==> src/rtl/nes_pkg.sv <==
// Shared NES definitions: OAM DMA state encoding and the CPU-visible register addresses.
package nes_pkg;

  localparam int unsigned ADDR_W = 16;
  localparam int unsigned DATA_W = 8;

  localparam logic [ADDR_W-1:0] OAMDMA_ADDR  = 16'h4014;
  localparam logic [ADDR_W-1:0] OAMDATA_ADDR = 16'h2004;

  typedef enum logic [2:0] {
    IDLE,
    HALT,
    ALIGN,
    READ,
    WRITE
  } oam_dma_state_t;

endpackage

==> src/rtl/oam_dma_if.sv <==
// CPU-side snoop and DMA bus-master signals of the OAM DMA block.
interface oam_dma_if;
  import nes_pkg::*;

  logic [ADDR_W-1:0] cpu_addr;
  logic              cpu_rw;
  logic [DATA_W-1:0] cpu_data_i;
  logic [DATA_W-1:0] bus_data_i;
  logic              halt;
  logic              dma_active;
  logic [ADDR_W-1:0] dma_addr;
  logic              dma_rw;
  logic [DATA_W-1:0] dma_data_o;

  modport master (
    input  cpu_addr, cpu_rw, cpu_data_i, bus_data_i,
    output halt, dma_active, dma_addr, dma_rw, dma_data_o
  );

  modport slave (
    output cpu_addr, cpu_rw, cpu_data_i, bus_data_i,
    input  halt, dma_active, dma_addr, dma_rw, dma_data_o
  );

endinterface

==> src/rtl/oam_dma.sv <==
// OAM DMA: copies one 256-byte CPU page into PPU OAMDATA, one read and one write per byte.
// Define OAM_DMA_ALIGN_EN to add the parity-driven ALIGN cycle after HALT.
module oam_dma
  import nes_pkg::*;
#(
  parameter logic [ADDR_W-1:0] TRIGGER_ADDR = OAMDMA_ADDR,
  parameter logic [ADDR_W-1:0] TARGET_ADDR  = OAMDATA_ADDR
) (
  input  logic       clk,
  input  logic       rst,
  oam_dma_if.master  bus
);

  oam_dma_state_t    state_q, state_d;
  logic [DATA_W-1:0] page_q, page_d;
  logic [DATA_W-1:0] idx_q, idx_d;
  logic [DATA_W-1:0] data_q, data_d;
  logic              armed_q;
  logic              trigger_c;
  logic              align_c;

  // armed_q blocks a trigger on the first edge after reset release
  assign trigger_c = armed_q && !bus.cpu_rw && (bus.cpu_addr == TRIGGER_ADDR);

`ifdef OAM_DMA_ALIGN_EN
  logic parity_q;

  always_ff @(posedge clk or negedge rst) begin
    if (!rst) parity_q <= 1'b0;
    else      parity_q <= ~parity_q;
  end

  assign align_c = parity_q;
`else
  assign align_c = 1'b0;
`endif

  // State and datapath registers
  always_ff @(posedge clk or negedge rst) begin
    if (!rst) begin
      state_q <= IDLE;
      page_q  <= '0;
      idx_q   <= '0;
      data_q  <= '0;
      armed_q <= 1'b0;
    end else begin
      state_q <= state_d;
      page_q  <= page_d;
      idx_q   <= idx_d;
      data_q  <= data_d;
      armed_q <= 1'b1;
    end
  end

  // Next state and output decode; outputs depend only on registered values
  always_comb begin
    state_d        = state_q;
    page_d         = page_q;
    idx_d          = idx_q;
    data_d         = data_q;
    bus.halt       = 1'b1;
    bus.dma_active = 1'b1;
    bus.dma_addr   = '0;
    bus.dma_rw     = 1'b1;
    bus.dma_data_o = '0;

    case (state_q)
      IDLE: begin
        bus.halt       = 1'b0;
        bus.dma_active = 1'b0;
        if (trigger_c) begin
          page_d  = bus.cpu_data_i;
          idx_d   = '0;
          state_d = HALT;
        end
      end
      HALT: state_d = align_c ? ALIGN : READ;
      ALIGN: state_d = READ;
      READ: begin
        bus.dma_addr = {page_q, idx_q};
        data_d       = bus.bus_data_i;
        state_d      = WRITE;
      end
      WRITE: begin
        bus.dma_addr   = TARGET_ADDR;
        bus.dma_rw     = 1'b0;
        bus.dma_data_o = data_q;
        if (idx_q == 8'hFF) begin
          state_d = IDLE;
        end else begin
          idx_d   = idx_q + 8'd1;
          state_d = READ;
        end
      end
      default: begin
        bus.halt       = 1'b0;
        bus.dma_active = 1'b0;
        state_d        = IDLE;
      end
    endcase
  end

endmodule

==> src/flat_wrapper.sv <==
// flat-port wrapper written by rule: the top's interface ports become plain ports
module oam_dma_flat import nes_pkg::*;
#(
  parameter logic [ADDR_W-1:0] TRIGGER_ADDR = OAMDMA_ADDR,
  parameter logic [ADDR_W-1:0] TARGET_ADDR  = OAMDATA_ADDR
)
  (clk, rst, bus_cpu_addr, bus_cpu_rw, bus_cpu_data_i, bus_bus_data_i, bus_halt, bus_dma_active, bus_dma_addr, bus_dma_rw, bus_dma_data_o);
  oam_dma_if bus_i ();
  input  logic clk;
  input  logic rst;
  input wire logic [$bits(bus_i.cpu_addr)-1:0] bus_cpu_addr;
  input wire logic [$bits(bus_i.cpu_rw)-1:0] bus_cpu_rw;
  input wire logic [$bits(bus_i.cpu_data_i)-1:0] bus_cpu_data_i;
  input wire logic [$bits(bus_i.bus_data_i)-1:0] bus_bus_data_i;
  output wire logic [$bits(bus_i.halt)-1:0] bus_halt;
  output wire logic [$bits(bus_i.dma_active)-1:0] bus_dma_active;
  output wire logic [$bits(bus_i.dma_addr)-1:0] bus_dma_addr;
  output wire logic [$bits(bus_i.dma_rw)-1:0] bus_dma_rw;
  output wire logic [$bits(bus_i.dma_data_o)-1:0] bus_dma_data_o;
  assign bus_i.cpu_addr = bus_cpu_addr;
  assign bus_i.cpu_rw = bus_cpu_rw;
  assign bus_i.cpu_data_i = bus_cpu_data_i;
  assign bus_i.bus_data_i = bus_bus_data_i;
  assign bus_halt = bus_i.halt;
  assign bus_dma_active = bus_i.dma_active;
  assign bus_dma_addr = bus_i.dma_addr;
  assign bus_dma_rw = bus_i.dma_rw;
  assign bus_dma_data_o = bus_i.dma_data_o;
  oam_dma #(.TRIGGER_ADDR(TRIGGER_ADDR), .TARGET_ADDR(TARGET_ADDR)) u_core (.clk(clk), .rst(rst), .bus(bus_i));
endmodule
==> config.mk <==
export PLATFORM = sky130hd
export DESIGN_NAME = oam_dma_flat
export DESIGN_NICKNAME = d
export VERILOG_FILES = /design/src/rtl/nes_pkg.sv /design/src/rtl/oam_dma_if.sv /design/src/rtl/oam_dma.sv /design/src/flat_wrapper.sv
export SDC_FILE = /design/constraint.sdc
export NUM_CORES = 1
export LEC_CHECK = 0
export BUFFER_PORTS_ARGS = -buffer_cell sky130_fd_sc_hd__buf_2
export CAP_MARGIN = 30
export CELL_PAD_IN_SITES_DETAIL_PLACEMENT = 1
export CELL_PAD_IN_SITES_GLOBAL_PLACEMENT = 1
export CORE_MARGIN = 3
export CORE_UTILIZATION = 38
export CTS_CLUSTER_DIAMETER = 150
export DETAILED_ROUTE_END_ITERATION = 16
export PLACE_DENSITY = 0.9
export SYNTH_ARGS = -nofsm -noshare
export SYNTH_HDL_FRONTEND = slang
export SYNTH_SLANG_ARGS = --single-unit
==> constraint.sdc <==
create_clock -name clk -period 2.85 [get_ports clk]
set_input_delay 0.4275 -clock clk [delete_from_list [all_inputs] [get_ports clk]]
set_output_delay 0.4275 -clock clk [all_outputs]
set_load 0.05 [all_outputs]
# Word-level counts from Yosys, hierarchy flattened
# Index checks and enable logic that the tools add are counted.
[totals] n_memories=0 in_bits=35 output_inout_bits=27 mem_bits_ro=0 reg_bits=28 latchBits=0 word_cells=33 mem_bits_rw=0
[classes] reduce_logical=9 shift=0 bitwise=0 addsub=1 multipliers=0 n_mux=10 n_eq_ne=8 n_lt_le_gt_ge=0 div_mod_pow=0
[op_table] operator="one-hot mux 16 bit (2 select lines)" n=1
[op_table] operator="two-way mux 8 bit" n=3
[op_table] operator="== test 16 x 15 -> 1 bit (second input constant)" n=1
[op_table] operator="one-hot mux 8 bit (2 select lines)" n=1
[op_table] operator="one-hot mux 3 bit (4 select lines)" n=1
[op_table] operator="adder 8 x 1 -> 8 bit (second input constant)" n=1
[op_table] operator="== test 8 bit (second input constant)" n=1
[op_table] operator="== test 3 x 2 -> 1 bit (second input constant)" n=2
[op_table] operator="OR reduction 4 bit" n=1
[op_table] operator="== test 3 x 1 -> 1 bit (second input constant)" n=1
[op_table] operator="== test 3 bit (second input constant)" n=1
[op_table] operator="logical NOT 3 bit" n=1
[op_table] operator="two-way mux 3 bit" n=1
[op_table] operator="AND reduction 3 bit" n=1
[op_table] operator="logical AND 1 bit" n=2
[op_table] operator="two-way mux 1 bit" n=2
[op_table] operator="two-way mux 2 bit" n=1
[op_table] operator="inequality test 2 x 1 -> 1 bit (second input constant)" n=1
[op_table] operator="inequality test 2 bit (second input constant)" n=1
[op_table] operator="AND reduction 2 bit" n=1
[op_table] operator="nonzero test 2 bit" n=1
[op_table] operator="OR reduction 2 bit" n=1
[op_table] operator="logical NOT 1 bit" n=1

# Logic depth before layout (Yosys ltp)
# Gate-level depths: netlist of the first run.
[depth] word_depth=5 ltp_mapped=6 depth_no_buf=5

# Least setup slack after synthesis of the first run
# OpenSTA, ideal clock, no wires.
[synth_path] path_kind="reg-to-output" start="register u_core.state_q[1]" end="output bus_dma_addr[1]" arrival_time_ps=1618 stages_incl_launch_ff=3 required_time_ps=2423 path_slack_ps=804 path_buffers=0 path_cell_list="dfrtp_1 nand2_1 nor3_1"
[synth_via] elab_chain_len=2 elab_cells_between_ends=3 cone_classes="eq/ne (2); mux (1)"
[synth_rtl] item="start: declaration" line_no="oam_dma.sv:14" text="oam_dma_state_t state_q, state_d;"
[synth_rtl] item="start signal: assignment" line_no="oam_dma.sv:47" text="state_q <= state_d;"
[synth_rtl] item="== test 3 bit / == test 3 x 2 -> 1 bit (equally long branches)" line_no="oam_dma.sv:67" text="case (state_q)"
[synth_rtl] item="one-hot mux 16 bit (2 select lines) *" line_no="oam_dma.sv:67"
[synth_rtl] item="end: declaration" line_no="flat_wrapper.sv:17" text="output wire logic [$bits(bus_i.dma_addr)-1:0] bus_dma_addr;"
# Mark *: on every way between the ends. The rest lies on a longest branch, timed or not.

# Worst setup path after layout of the first run
[layout_path] start="register u_core.state_q[0]" end="output bus_dma_addr[2]"
# The elaborated chain is that of the path after synthesis.

==> metrics.txt, run 1 <==
status=complete, no violations; crit path DAT=1750 ps; synthesized area per cell=10.9 µm²; postcts setup bufs=0; RSZ-0062 raised after global routing=no; Top Family by Delay on Critical Path=buffers and inverters; Worst setup SP type=flip-flop; minimum clock period=2170 ps; number of flops mapped to enable cells by yosys=0; DR WL/cell=16.3 µm; Synth area leader=dfrtp_1; Post-DP HPWL=3.05 mm; Clk pwr share=0.157; Psw=0.000970 W; clk_lat worst skew=280 ps; Crit path top cell by count=nand2_1; post_cts resized=0; Synth Net Count=171; P&R area growth vs syn=28.4%; GR Util All Layers=0.184; final-report hold violation count=0; Util after Layout=0.537; sequential share of power=0.327; Worst-Margin Slew=629 ps; Post-synth ARST share=1.00; Worst slew margin=0.581; Synth top cells by count=dfrtp_1 (28), and2_1 (18), nand2_1 (10); vias=1273; Fmax=460 MHz; Yosys reg bits=28; Max clock buf depth=2; worst clock skew=3.00 ps; Clock Pin Slew Worst Setup and Hold Paths=100 ps; Syn Inst Count=135; number of global-route vias before repair=1410; Die Area=4660 µm²; # Max-Cap Violations=0; Synth area leaders=dfrtp_1 (48%), and2_1 (7.6%), mux2_4 (7.1%); Pwr per Cell Area=1070 nW/µm²; Max rail drop VDD=0.529 mV; DRT antenna net count=0; # rows=21; endpoints failing setup=0; post-synth top area share=0.476; core area=3520 µm²; Combinational Power Share=0.516; number of port buffers=61; final instance area=1890 µm²; Static Leak=0.959 nW; CP bufs+invs=2; final net count=234; sw frac=0.480; initial cell density of the core=0.418; share of cells above drive strength 1=0.447; worst min path class=in2async; grt total ovfl=0; post-layout total power=0.00202 W; routability cong.=0.767; # DRC=0; Worst Path Required=2420 ps; Crit path largest cell delay=460 ps; YS warnings=0; initial antenna violation count=0; drt total wl=3.96 mm; synthesized area=1470 µm²; cells along the critical path=nand2_1 > nor2_1 > buf_4 > nand2_1 > nand2_1 > buf_2; total placed instance area=1820 µm²; pin count of the biggest net entering global routing=29; sequential element share of the synthesized area=0.476; CP max FO=20; Initial DRT Pass Iterations=4; Setup TNS=0 ps; Critical Path Sink Type=output port; first-pass GRT wire length=6.38 mm; Clock Sinks=28; Post-synth top flop=dfrtp_1; crit share post-route=0.762; top-count cell post-synth=dfrtp_1; crit path max-delay cell type=dfrtp_1; num ports=62; die height=68.3 µm; Vias/cell=5.24; total CTS buffers=3; hold_ws=150 ps; P_int=0.00105 W; # hold bufs at CTS=0; Setup Crit Path Kind=reg2out; H-tree levels=1; CTS tree=yes; Root Buffer=clkbuf_8; synth unique cells=41; Max Transition Viols Final=0; ant diodes=0; die width=68.3 µm; initial drt markers=34
-- worst reg2reg max path, delay by kind of cell (launching register included) --
family,cells,cell delay (ps)
mux,1,180
simple gates,1,230
flops,1,540
compound gates,2,410
buf+inv,2,320
-- final cells by class --
class                   instances  area (µm²)
clock inverters                 1        30.0
inverters                       7        26.3
well taps                      46        57.6
flip-flops and latches         28         701
repair buffers                 64         328
clock buffers                   3        41.3
fillers                       412        1630
multi-input cells              94         707
-- power by group through the flow --
| stage | Sequential [W] | Clock [W] | Combinational (W) |
|---|---|---|---|
| after global placement | 0.000642 | 0 | 0.00100 |
| after detailed placement | 0.000664 | 0 | 0.00105 |
| after CTS | 0.000657 | 0.000324 | 0.00106 |
| final | 0.000661 | 0.000318 | 0.00104 |
| after global routing | 0.000676 | 0.000342 | 0.00112 |
| after floorplan | 0.000611 | 0 | 0.000841 |
-- logic make-up after synthesis --
family,after synthesis,share of synthesized area
other,1,0.00255
buffers and inverters,13,0.0442
AND/OR/NAND/NOR,55,0.222
multiplexers,17,0.147
flip-flops,28,0.476
adder cells (fa/ha/maj),1,0.00849
XOR/XNOR,3,0.0178
AO/OA/AOI/OAI,17,0.0824
-- layout by cell type (no fill, tap or decap), drive strengths merged --
cell type	n
o22a	1
nand4	2
nor2b	1
dfrtp	28
nor4	2
conb	1
or3	2
nand2	10
a31oi	1
xnor2	2
clkbuf	3
and3	2
nand3	4
nor4b	1
ha	1
a31o	1
a21oi	2
and4	1
inv	7
nor3	6
buf	64
nor3b	1
mux2	16
xor2	1
o31ai	3
mux2i	1
nor2	3
nor4bb	1
o22ai	1
nand4b	1
o21ai	5
bufinv	1
and2	18
o211ai	3
-- path summary, 6_finish.rpt --
| check | start | to | slack [ps] | cells after the start |
|---|---|---|---|---|
| max | u_core.state_q[0]$_DFFE_PN0P_ | bus_dma_addr[2] | 680 | 6 |
| min | rst | u_core.page_q[0]$_DFFE_PN0P_ | 150 | 1 |
| max reg2reg | u_core.state_q[2]$_DFFE_PN0P_ | u_core.idx_q[0]$_DFFE_PN0P_ | 1010 | 6 |
| min reg2reg | u_core.data_q[1]$_DFFE_PN0N_ | u_core.data_q[1]$_DFFE_PN0N_ | 490 | 1 |
| max in group asynchronous | rst | u_core.idx_q[6]$_DFFE_PN0P_ | 2290 | 1 |
| min in group clk | bus_bus_data_i[7] | u_core.data_q[7]$_DFFE_PN0N_ | 360 | 2 |
-- per-stage QoR --
| stage | setup WS [ps] | instances |
|---|---|---|
| after global placement | 949 | 239 |
| final | 677 | 243 |
| after floorplan | 804 | 135 |
| after global routing | 568 | 243 |
| after CTS | 660 | 243 |
| after detailed placement | 898 | 239 |
-- flip-flops by register name (all words and copies together), names as in the netlist --
signal	cells
u_core.armed_q	1
u_core.page_q	8
u_core.idx_q	8
u_core.state_q	3
u_core.data_q	8
-- metal layers --
| layer | GRT usage | part of all wire |
|---|---|---|
| met1 | 0.201 | 0.41 |
| met2 | 0.354 | 0.52 |
| met3 | 0.0312 | 0.058 |
| met4 | 0.0620 | 0.010 |
| met5 | 0 | 0 |
(Power assumes the default switching activity.)
==> inputs of run 2 (changes only) <==
--- a/config.mk
+++ b/config.mk
@@ -10,10 +10,10 @@
 export CELL_PAD_IN_SITES_DETAIL_PLACEMENT = 1
 export CELL_PAD_IN_SITES_GLOBAL_PLACEMENT = 1
 export CORE_MARGIN = 3
-export CORE_UTILIZATION = 38
+export CORE_UTILIZATION = 35
 export CTS_CLUSTER_DIAMETER = 150
 export DETAILED_ROUTE_END_ITERATION = 16
-export PLACE_DENSITY = 0.9
+export PLACE_DENSITY = 0.84
 export SYNTH_ARGS = -nofsm -noshare
 export SYNTH_HDL_FRONTEND = slang
 export SYNTH_SLANG_ARGS = --single-unit
==> constraint.sdc (replaced) <==
create_clock -name clk -period 2.2 [get_ports clk]
set_input_delay 0.33 -clock clk [delete_from_list [all_inputs] [get_ports clk]]
set_output_delay 0.33 -clock clk [all_outputs]
set_load 0.05 [all_outputs]
==> run 2 against run 1 <==
  * First-iteration DRC count is 18% higher
  * Final area is 0.40% higher
  * Clock skew is 1.5 ps lower
  * Clock power is 30% higher
  * Power is 29% higher
  * Global-route usage is 1.8 points lower
  * Via count is 0.79% lower
  * Sequential share of layout area is 0.081 points lower
  * Utilization is 4.4 points lower
  * Clock-buffer cell count stayed put
  * Critical endpoint is now bus_dma_addr[15]
  * Register-to-register slack worse by 620 ps
==> metrics.txt, run 2 (same netlist as run 1, synthesis figures left out) <==
Final Non-Filler Cells=245; Clock Sinks=28; commonest cells after routing, fill and taps aside=buf_2 (61), dfrtp_1 (27), and2_1 (18); Vias/cell=5.16; Root Buffer=clkbuf_8; crit share post-route=0.940; minimum clock period=2070 ps; FF-to-FF Start=u_core.state_q[0]$_DFFE_PN0P_; Pwr per Cell Area=1370 nW/µm²; post-layout total power=0.00261 W; initial cell density of the core=0.382; CTS tree=yes; worst clock skew=1.55 ps; Critical Path Sink Type=output port; Static Leak=0.959 nW; CP max FO=20; number of global-route vias before repair=1382; Setup Crit Path Kind=reg2out; Max Transition Viols Final=0; endpoints failing setup=0; Worst Path Required=1870 ps; commonest non-fill, non-tap cell in the layout=buf_2; postcts setup bufs=0; RSZ-0062 raised after global routing=no; die width=70.9 µm; core area=3850 µm²; # Max-Cap Violations=0; clk_lat worst skew=280 ps; H-tree levels=1; status=complete, no violations; P&R area growth vs syn=28.9%; Worst slew margin=0.557; final net count=234; Worst R2R Setup Slack=390 ps; initial antenna violation count=0; first-pass GRT wire length=6.73 mm; Max clock buf depth=2; # hold bufs at CTS=0; total CTS buffers=3; DR WL/cell=16.0 µm; ant diodes=0; grt total ovfl=0; crit path DAT=1740 ps; # DRC=0; Worst setup SP type=flip-flop; Die Area=5020 µm²; worst min path class=in2async; Max rail drop VDD=0.785 mV; DRT antenna net count=0; Largest regs=u_core.data_q x8, u_core.idx_q x8, u_core.page_q x8; fill cell count=454; reg2reg end=u_core.page_q[7]$_DFFE_PN0P_; Post-DP HPWL=2.88 mm; die height=70.9 µm; vias=1263; initial drt markers=40; Fmax=484 MHz; num ports=62; share of cells above drive strength 1=0.452; placed cell count=241; Initial DRT Pass Iterations=4; Clock Pin Slew Worst Setup and Hold Paths=100 ps; number of port buffers=61; Worst-Margin Slew=664 ps; GR Util All Layers=0.166; # rows=22; final-report hold violation count=0; pin count of the biggest net entering global routing=29; routability cong.=0.761; Setup TNS=0 ps; drt total wl=3.92 mm; reg2reg path depth=4
==> run 2: cell types whose count changed in the layout (fill, tap and decap cells not counted) <==
cell / before / now
dfrtp_2: 0 / 1
buf_6: 0 / 1
dfrtp_1: 28 / 27
buf_4: 3 / 2
==> run 2: stage by stage <==
| step | hold WS [ps] | area, µm² | utilization | worst slack [ps] |
|---|---|---|---|---|
| CTS | 84.7 | 1890 | 0.491 | 80.4 |
| global route | 118 | 1900 | 0.493 | 20.2 |
| floorplan | 34.4 | 1470 | - | 252 |
| global placement | 386 | 1820 | 0.473 | 390 |
| detailed placement | 403 | 1820 | 0.473 | 307 |
| finish | 70.8 | 1900 | 0.493 | 133 |
==> run 2: final cells by class <==
class / instances / area, µm² / area share
tap: 48 / 60.1 / 0.0316
clock inverter: 1 / 30.0 / 0.0158
timing repair buffer: 64 / 332 / 0.175
inverter: 7 / 26.3 / 0.0138
clock buffer: 3 / 41.3 / 0.0218
sequential: 28 / 702 / 0.370
multi-input combinational: 94 / 707 / 0.372
==> run 2: worst max-delay path by stage <==
| stage | slack (ps) | start | depth (start not counted) | end |
|---|---|---|---|---|
| final | 130 | u_core.state_q[0]$_DFFE_PN0P_ | 5 | bus_dma_addr[15] |
| after global routing | 20 | u_core.state_q[2]$_DFFE_PN0P_ | 5 | bus_dma_addr[2] |
| after CTS | 80 | u_core.state_q[1]$_DFFE_PN0P_ | 5 | bus_dma_addr[11] |
| after detailed placement | 310 | bus_cpu_addr[11] | 6 | u_core.page_q[7]$_DFFE_PN0P_ |
| after global placement | 390 | bus_cpu_rw | 6 | u_core.page_q[7]$_DFFE_PN0P_ |
| after floorplan | 250 | u_core.state_q[1]$_DFFE_PN0P_ | 2 | bus_dma_addr[1] |
==> run 2: power breakdown <==
group | internal [W] | total (W) | switching [W]
sequential | 0.000684 | 0.000847 | 0.000164
clock | 0.000244 | 0.000414 | 0.000170
combinational | 0.000441 | 0.00135 | 0.000907
total | 0.00137 | 0.00261 | 0.00124
==> run 2: what timing repair did <==
item | CTS | global route
endpoints found under the setup margin | 0 | 5
hold endpoints to repair | 0 | 0
gates resized for setup | 0 | 2
==> run 2: metal layers <==
metal	share of wire	vias to the layer above	track usage
li1	-	595	-
met5	0	-	0
met3	0.074	5	0.0313
met2	0.50	53	0.285
met4	0.0092	0	0.0438
met1	0.42	610	0.213
==> run 2: worst max-delay path, stage by stage (launching register included) <==
cell	delay (ps)
dfrtp_1	470
nand2_1	180
nor2_1	150
buf_6	210
and2_1	170
buf_2	270
